**config.mk**
```make
export PLATFORM = sky130hd
export DESIGN_NAME = dispatch_buffer_param
export DESIGN_NICKNAME = d
export VERILOG_FILES = /design/src/rtl/dispatch_buffer_param.sv
export SDC_FILE = /design/constraint.sdc
export NUM_CORES = 1
export LEC_CHECK = 0
export ABC_CLOCK_PERIOD_IN_PS = 3000
export BUFFER_PORTS_ARGS = -buffer_cell sky130_fd_sc_hd__buf_4
export CAP_MARGIN = 40
export CORE_AREA = 5 5 249 251
export CTS_CLUSTER_SIZE = 14
export DETAILED_ROUTE_END_ITERATION = 12
export DIE_AREA = 0 0 254 256
export PLACE_DENSITY = 0.51
export SYNTH_ARGS = -nofsm -noshare
export SYNTH_HDL_FRONTEND = slang
export SYNTH_SLANG_ARGS = --single-unit
```
**constraint.sdc**
```tcl
create_clock -name clk_i -period 3 [get_ports clk_i]
set_clock_uncertainty 0.1 [all_clocks]
set_input_delay 0.45 -clock clk_i [delete_from_list [all_inputs] [get_ports clk_i]]
set_output_delay 0.45 -clock clk_i [all_outputs]
set_load 0.01 [all_outputs]
```
**src/rtl/dispatch_buffer_param.sv**
```systemverilog
// One-entry dispatch buffer: resolves operands at capture, snoops CDB while held, issues next cycle.
// Decode stalls while the held entry cannot issue (station full, ROB full) or on flush.
module dispatch_buffer_param #(
   parameter int ROB_SIZE = 8,
   parameter int TAG_W    = $clog2(ROB_SIZE + 1),
   parameter int NUM_RS   = 4,
   parameter int RS_SEL_W = $clog2(NUM_RS),
   parameter int NUM_CDB  = 2,
   parameter int DATA_W   = 64,
   parameter int CMD_W    = 10
) (
   input  logic                      clk_i,
   input  logic                      reset_i,
   input  logic                      dec_valid_i,
   output logic                      dec_ready_o,
   input  logic [TAG_W-1:0]          dec_tag1_i,
   input  logic [TAG_W-1:0]          dec_tag2_i,
   input  logic                      dec_use_imm_i,
   input  logic [DATA_W-1:0]         dec_imm_i,
   input  logic [DATA_W-1:0]         reg_data1_i,
   input  logic [DATA_W-1:0]         reg_data2_i,
   input  logic [DATA_W:0]           rob_data1_i,
   input  logic [DATA_W:0]           rob_data2_i,
   input  logic [RS_SEL_W-1:0]       dec_rs_sel_i,
   input  logic [CMD_W-1:0]          dec_cmd_i,
   input  logic [TAG_W-1:0]          rob_tail_i,
   input  logic                      rob_full_i,
   output logic                      rob_alloc_o,
   input  logic [NUM_CDB-1:0]        cdb_valid_i,
   input  logic [NUM_CDB*TAG_W-1:0]  cdb_tag_i,
   input  logic [NUM_CDB*DATA_W-1:0] cdb_data_i,
   input  logic                      flush_i,
   input  logic [NUM_RS-1:0]         rs_stall_i,
   output logic [NUM_RS-1:0]         rs_write_en_o,
   output logic [TAG_W-1:0]          rs_dest_tag_o,
   output logic [TAG_W-1:0]          rs_tag1_o,
   output logic [TAG_W-1:0]          rs_tag2_o,
   output logic [DATA_W-1:0]         rs_val1_o,
   output logic [DATA_W-1:0]         rs_val2_o,
   output logic [CMD_W-1:0]          rs_cmd_o
);

   typedef enum logic {EMPTY, FULL} state_t;

   typedef struct packed {
      logic [TAG_W-1:0]    tag1;
      logic [TAG_W-1:0]    tag2;
      logic [DATA_W-1:0]   val1;
      logic [DATA_W-1:0]   val2;
      logic [CMD_W-1:0]    cmd;
      logic [RS_SEL_W-1:0] sel;
   } entry_t;

   state_t state_q, state_d;
   entry_t held_q, held_d, cap;
   logic   fire, accept, sel_ok;
   logic [DATA_W:0] snoop1, snoop2, cap_cdb1, cap_cdb2;

   // Returns {hit, data}; the downward scan lets the lowest port win. Tag 0 never matches.
   function automatic logic [DATA_W:0] cdb_hit(input logic [TAG_W-1:0] tag);
      logic [DATA_W:0] r;
      r = '0;
      for (int p = NUM_CDB - 1; p >= 0; p--) begin
         if (tag != '0 && cdb_valid_i[p] && cdb_tag_i[p*TAG_W +: TAG_W] == tag)
            r = {1'b1, cdb_data_i[p*DATA_W +: DATA_W]};
      end
      return r;
   endfunction

   always_comb begin
      snoop1 = cdb_hit(held_q.tag1);
      snoop2 = cdb_hit(held_q.tag2);
      sel_ok = int'(held_q.sel) < NUM_RS;
      fire   = reset_i && state_q == FULL && sel_ok && !rs_stall_i[held_q.sel]
               && !rob_full_i && !flush_i;
      dec_ready_o = reset_i && !flush_i && (state_q == EMPTY || fire);
      accept = dec_valid_i && dec_ready_o;

      cap      = '0;
      cap.cmd  = dec_cmd_i;
      cap.sel  = dec_rs_sel_i;
      cap_cdb1 = cdb_hit(dec_tag1_i);
      cap_cdb2 = cdb_hit(dec_tag2_i);
      if (dec_tag1_i == '0)          cap.val1 = reg_data1_i;
      else if (cap_cdb1[DATA_W])     cap.val1 = cap_cdb1[DATA_W-1:0];
      else if (rob_data1_i[DATA_W])  cap.val1 = rob_data1_i[DATA_W-1:0];
      else                           cap.tag1 = dec_tag1_i;
      if (dec_use_imm_i)             cap.val2 = dec_imm_i;
      else if (dec_tag2_i == '0)     cap.val2 = reg_data2_i;
      else if (cap_cdb2[DATA_W])     cap.val2 = cap_cdb2[DATA_W-1:0];
      else if (rob_data2_i[DATA_W])  cap.val2 = rob_data2_i[DATA_W-1:0];
      else                           cap.tag2 = dec_tag2_i;

      held_d = held_q;
      if (snoop1[DATA_W]) begin
         held_d.tag1 = '0;
         held_d.val1 = snoop1[DATA_W-1:0];
      end
      if (snoop2[DATA_W]) begin
         held_d.tag2 = '0;
         held_d.val2 = snoop2[DATA_W-1:0];
      end
      if (accept) held_d = cap;

      state_d = state_q;
      if (flush_i)     state_d = EMPTY;
      else if (accept) state_d = FULL;
      else if (fire)   state_d = EMPTY;

      // Issue view merges a same-cycle wakeup so the station never sees a stale tag.
      rs_tag1_o = snoop1[DATA_W] ? '0 : held_q.tag1;
      rs_tag2_o = snoop2[DATA_W] ? '0 : held_q.tag2;
      rs_val1_o = snoop1[DATA_W] ? snoop1[DATA_W-1:0] : held_q.val1;
      rs_val2_o = snoop2[DATA_W] ? snoop2[DATA_W-1:0] : held_q.val2;
      rs_cmd_o  = held_q.cmd;
      for (int i = 0; i < NUM_RS; i++)
         rs_write_en_o[i] = fire && (int'(held_q.sel) == i);
      rob_alloc_o   = fire;
      rs_dest_tag_o = fire ? rob_tail_i : '0;
   end

   always_ff @(posedge clk_i) begin
      if (!reset_i) begin
         state_q <= EMPTY;
         held_q  <= '0;
      end else begin
         state_q <= state_d;
         held_q  <= held_d;
      end
   end

endmodule

```
### After elaboration in Yosys (flattened, before gate mapping)

Cells that the tools add are included.

* input bits: 494
* output and inout bits: 156
* bits in registers: 149

* mux-type cells: 32
* bitwise operators: 2
* reduce and logical (&&, ||, !) cells: 40
* order comparisons: 1
* equal/unequal tests: 11

Operator list (number)
* 64-bit 2-to-1 mux: 9
* 65-bit 2-to-1 mux: 8
* 148-bit 2-to-1 mux: 1
* 4-bit 2-to-1 mux: 10
* 4-bit == test: 8
* 1-bit logical AND: 27
* 4-bit nonzero test: 4
* 4-bit logical NOT: 2
* 2-bit == test (second input constant): 2
* 1-bit logical NOT: 3
* 2-bit by 3-bit < comparator with 1-bit output (second input constant): 1
* 1-bit 2-to-1 mux: 3
* 1-bit binary-select mux with 2-bit select: 1
* 2-bit by 1-bit == test with 1-bit output (second input constant): 1
* 2-bit logical NOT: 1
* 1-bit inverter: 2
* 2-bit nonzero test: 1
* 2-bit OR reduction: 1
* 1-bit logical OR: 1

### Logic depth before layout (Yosys ltp)

* depth in word-level cells: 10
* mapped depth: 10
* gate-level depth less buffers: 6

### Least setup slack after synthesis

OpenSTA, ideal clock, no wires.

* path type: input port to output port
* start: in cdb_tag_i[6]
* end: out rs_val1_o[51]
* cell stages on the path: 9
* arrival time: 1.957 ns
* data required time: 2.450 ns
* slack: 0.493 ns
* buffers on the path: 4
* cells stage by stage: buf_6 xor2_1 a2111oi_1 nand3_1 buf_2 buf_6 buf_6 mux2i_1 a21oi_1

* cells in the longest elaborated chain, start to end: 5

RTL lines
* start: declaration: line 30 `input logic [NUM_CDB*TAG_W-1:0] cdb_tag_i,`
* 4-bit == test: line 64 `if (tag != '0 && cdb_valid_i[p] && cdb_tag_i[p*TAG_W +: TAG_W] == tag)`
* 1-bit logical AND: line 64
* 65-bit 2-to-1 mux (2 in a row): line 64
* 64-bit 2-to-1 mux
* end: declaration: line 38 `output logic [DATA_W-1:0] rs_val1_o,`

Every way passes these cells.

### Worst setup path after layout

* start: reg held_q[146] in the netlist's numbering
* end: out rs_val1_o[26]

* cells in the longest elaborated chain, start to end: 6

RTL lines
* start: declaration: line 55 `entry_t held_q, held_d, cap;`
* start signal: assignment: line 128 `held_q <= held_d;`
* 4-bit nonzero test: line 64
* 1-bit logical AND (2 in a row): line 64
* 65-bit 2-to-1 mux: line 64
* 65-bit 2-to-1 mux *: line 64
* 64-bit 2-to-1 mux *

Mark *: on every way between the ends. The rest lies on a longest branch, timed or not.

==> results_dict.tcl <==
set metrics [dict create \
    power_density_mw_per_mm2 346 \
    io_buffers 649 \
    timing.rr.end "held_q[102]" \
    worst_pin_slew_ps 939 \
    grt_pass1_vias 16863 \
    r2r-start "held_q[0]" \
    layout.cells.non_filler 3037 \
    synth_flop_cell "dfxtp_1" \
    die_h_um 256 \
    startpoint_type "flip-flop" \
    place.gp.congestion 0.898 \
    routed_wl_um 82900 \
    fmax_mhz 329 \
    vias 17322 \
    violations "setup timing" \
    first_pass_iters 6 \
    fin_crit_ps 3040 \
    avgSynthCellArea_um2 7.23 \
    ir_drop_mv 0.460 \
    dieArea_mm2 0.0650 \
    maxCapViolations 0 \
    hold_ws_ps 81.0 \
    min-delay-path-class "input port to flip-flop" \
    period_share 1.01 \
    yosysUniqueCellTypes 50 \
    dp.cells 2981 \
    slew_headroom 0.374 \
    clk_transition_reported_paths_ps 70 \
    finalHoldViolCount 0 \
    grt.overflow.total 0 \
    cts_buffer_depth 2 \
    yosysSeqAreaShare 0.244 \
    ios 650 \
    numCtsBuffers 17 \
    crit_fanout 36 \
    hold_path_depth 2 \
    power_mw 6.64 \
    min_from "reg_data1_i[34]" \
    cts_tree "yes" \
    std_cell_rows 90 \
    setup-violations-final 7 \
    status "finished with violations" \
    antenna_found_initial 1 \
    ys_seq_elements 149 \
    synthToLayoutAreaGrowth_pct 56.8 \
    syn_area_mm2 0.0122 \
    worstPathRequired_ps 2450 \
    layout-drive-gt1-share 0.371 \
    dp_hpwl_um 59900 \
    cp-end-kind "primary output" \
    synth_edf_count 0 \
    yosysTopAreaCell "dfxtp_1" \
    start_util 0.205 \
    yosysWarnings 0 \
    die_w_um 254 \
    cts_root_buf "clkbuf_16" \
    final_core_util 0.322 \
    synthCells 1694 \
    synthesis.nets 2188 \
    remaining_drc_errors 0 \
    grt_setup_unrepaired "true" \
    vias_per_cell 5.70 \
    worstRegToRegCells 7 \
    holdBufCountCts 0 \
    drv_slew 0 \
    fin_nets 2736 \
    synthArstFlopShare 0 \
    netlist.area_leader.share 0.244 \
    track_usage 0.234 \
    drtIter0Drc 1894 \
    p_leak_nw 9.53 \
    wl_per_cell_um 27.3 \
    cp.arrival_ps 2490 \
    crit_type "flip-flop to primary output" \
    clkSinkCount 149 \
    grt_start_max_net_pins 74 \
    holdPathEnd "held_q[110]" \
    ant_nets 0 \
    grt_pass1_wl_um 116000 \
    synthTopCellsByArea "dfxtp_1 24%, a31oi_1 9.5%, nor2_1 8.3%, and3_1 6.9%, mux2i_1 5.2%" \
    clkLatencyLatePin_ps 490 \
    r2r_slack_ps 270 \
    finalWorstSetupSlack_ps -38.5 \
    yosysMostFrequentCell "nor2_1" \
    synth_common_cells "271 x nor2_1, 185 x a31oi_1, 167 x nand2_1" \
    cts_htree_levels 4 \
    coreArea_mm2 0.0597 \
]
[state kept, by name (all words and copies together) (netlist names)]
signal / cells
held_q: 138
rs_cmd_o: 10
state_q: 1
[worst max-delay path by stage]
stage,start,endpoint,slack (ps),cells after the start
after floorplan,cdb_tag_i[6],rs_val1_o[51],490,9
after global placement,cdb_tag_i[5],held_q[102],120,8
after detailed placement,cdb_tag_i[5],held_q[102],60,8
after CTS,held_q[146],rs_val1_o[26],-60,9
after global routing,held_q[146],rs_val1_o[26],-160,9
final,held_q[146],rs_val1_o[26],-40,9
[critical path, stage by stage (launching register included)]
cell and delay (ps):
dfxtp_2 360, xor2_1 170, a2111oi_2 330, buf_4 180, nand3_4 100, buf_12 200, mux2i_1 200, a21oi_1 80
buf_4 150, buf_4 130
[stage by stage]
stage	setup WS (ps)	instance area, um^2	TNS, ps
2_1_floorplan	493	12200	0
3_3_place_gp	119	18200	0
3_5_place_dp	63.7	18200	0
4_1_cts	-55.1	18900	-963
5_1_grt	-163	19200	-6530
6_report	-38.5	19200	-129
[layout make-up]
class / count / area, um^2
clock buffers: 22 / 464
inverters: 4 / 16.3
diodes: 1 / 2.50
clock inverters: 9 / 175
repair buffers: 742 / 5950
fillers: 6459 / 40500
well taps: 782 / 978
multi-input cells: 1328 / 8620
flip-flops and latches: 149 / 2990
[timing repair]
action	in CTS	in global routing
endpoints found under the setup margin	73	98
pin swaps	16	23
setup buffers	6	15
resized for setup	15	30
gates cloned	0	3
hold endpoints to repair	0	0
[power breakdown]
part           total, mW  switching, mW  internal [mW]
Combinational       1.98           1.06          0.918
Clock               2.55           1.04           1.51
Sequential          2.11         0.0314           2.08
[kinds of logic after synthesis]
group,Yosys count,share of synthesized area
compound gates,612,0.376
buf+inv,217,0.0759
mux,65,0.0542
simple gates,623,0.230
xor+xnor,28,0.0200
flops,149,0.244
[layer usage]
layer  track usage  share of wire
met5             0              0
met4        0.0785          0.035
met3        0.0572          0.089
met2         0.395           0.48
met1         0.291           0.40
[layout by cell type, fill, tap and decap left out, types with 5 or more instances in the layout]
| cell | count |
|---|---|
| a21oi_2 | 22 |
| xnor2_1 | 14 |
| o221ai_1 | 58 |
| nor2_1 | 267 |
| nor3_1 | 7 |
| a22oi_1 | 10 |
| nand2_4 | 5 |
| clkbuf_16 | 20 |
| a21oi_1 | 66 |
| a211oi_1 | 61 |
| o21ai_0 | 7 |
| a221oi_1 | 58 |
| and2_1 | 9 |
| xor2_1 | 14 |
| dfxtp_1 | 142 |
| nand3_1 | 8 |
| a221o_1 | 63 |
| buf_4 | 713 |
| a31oi_1 | 178 |
| nand2_1 | 163 |
| buf_12 | 26 |
| mux2i_1 | 64 |
| o211a_1 | 60 |
| a31oi_2 | 6 |
| dfxtp_2 | 7 |
| nor4_1 | 6 |
| and3_1 | 135 |
| bufinv_16 | 5 |
Power figures use the tool's default switching activity.
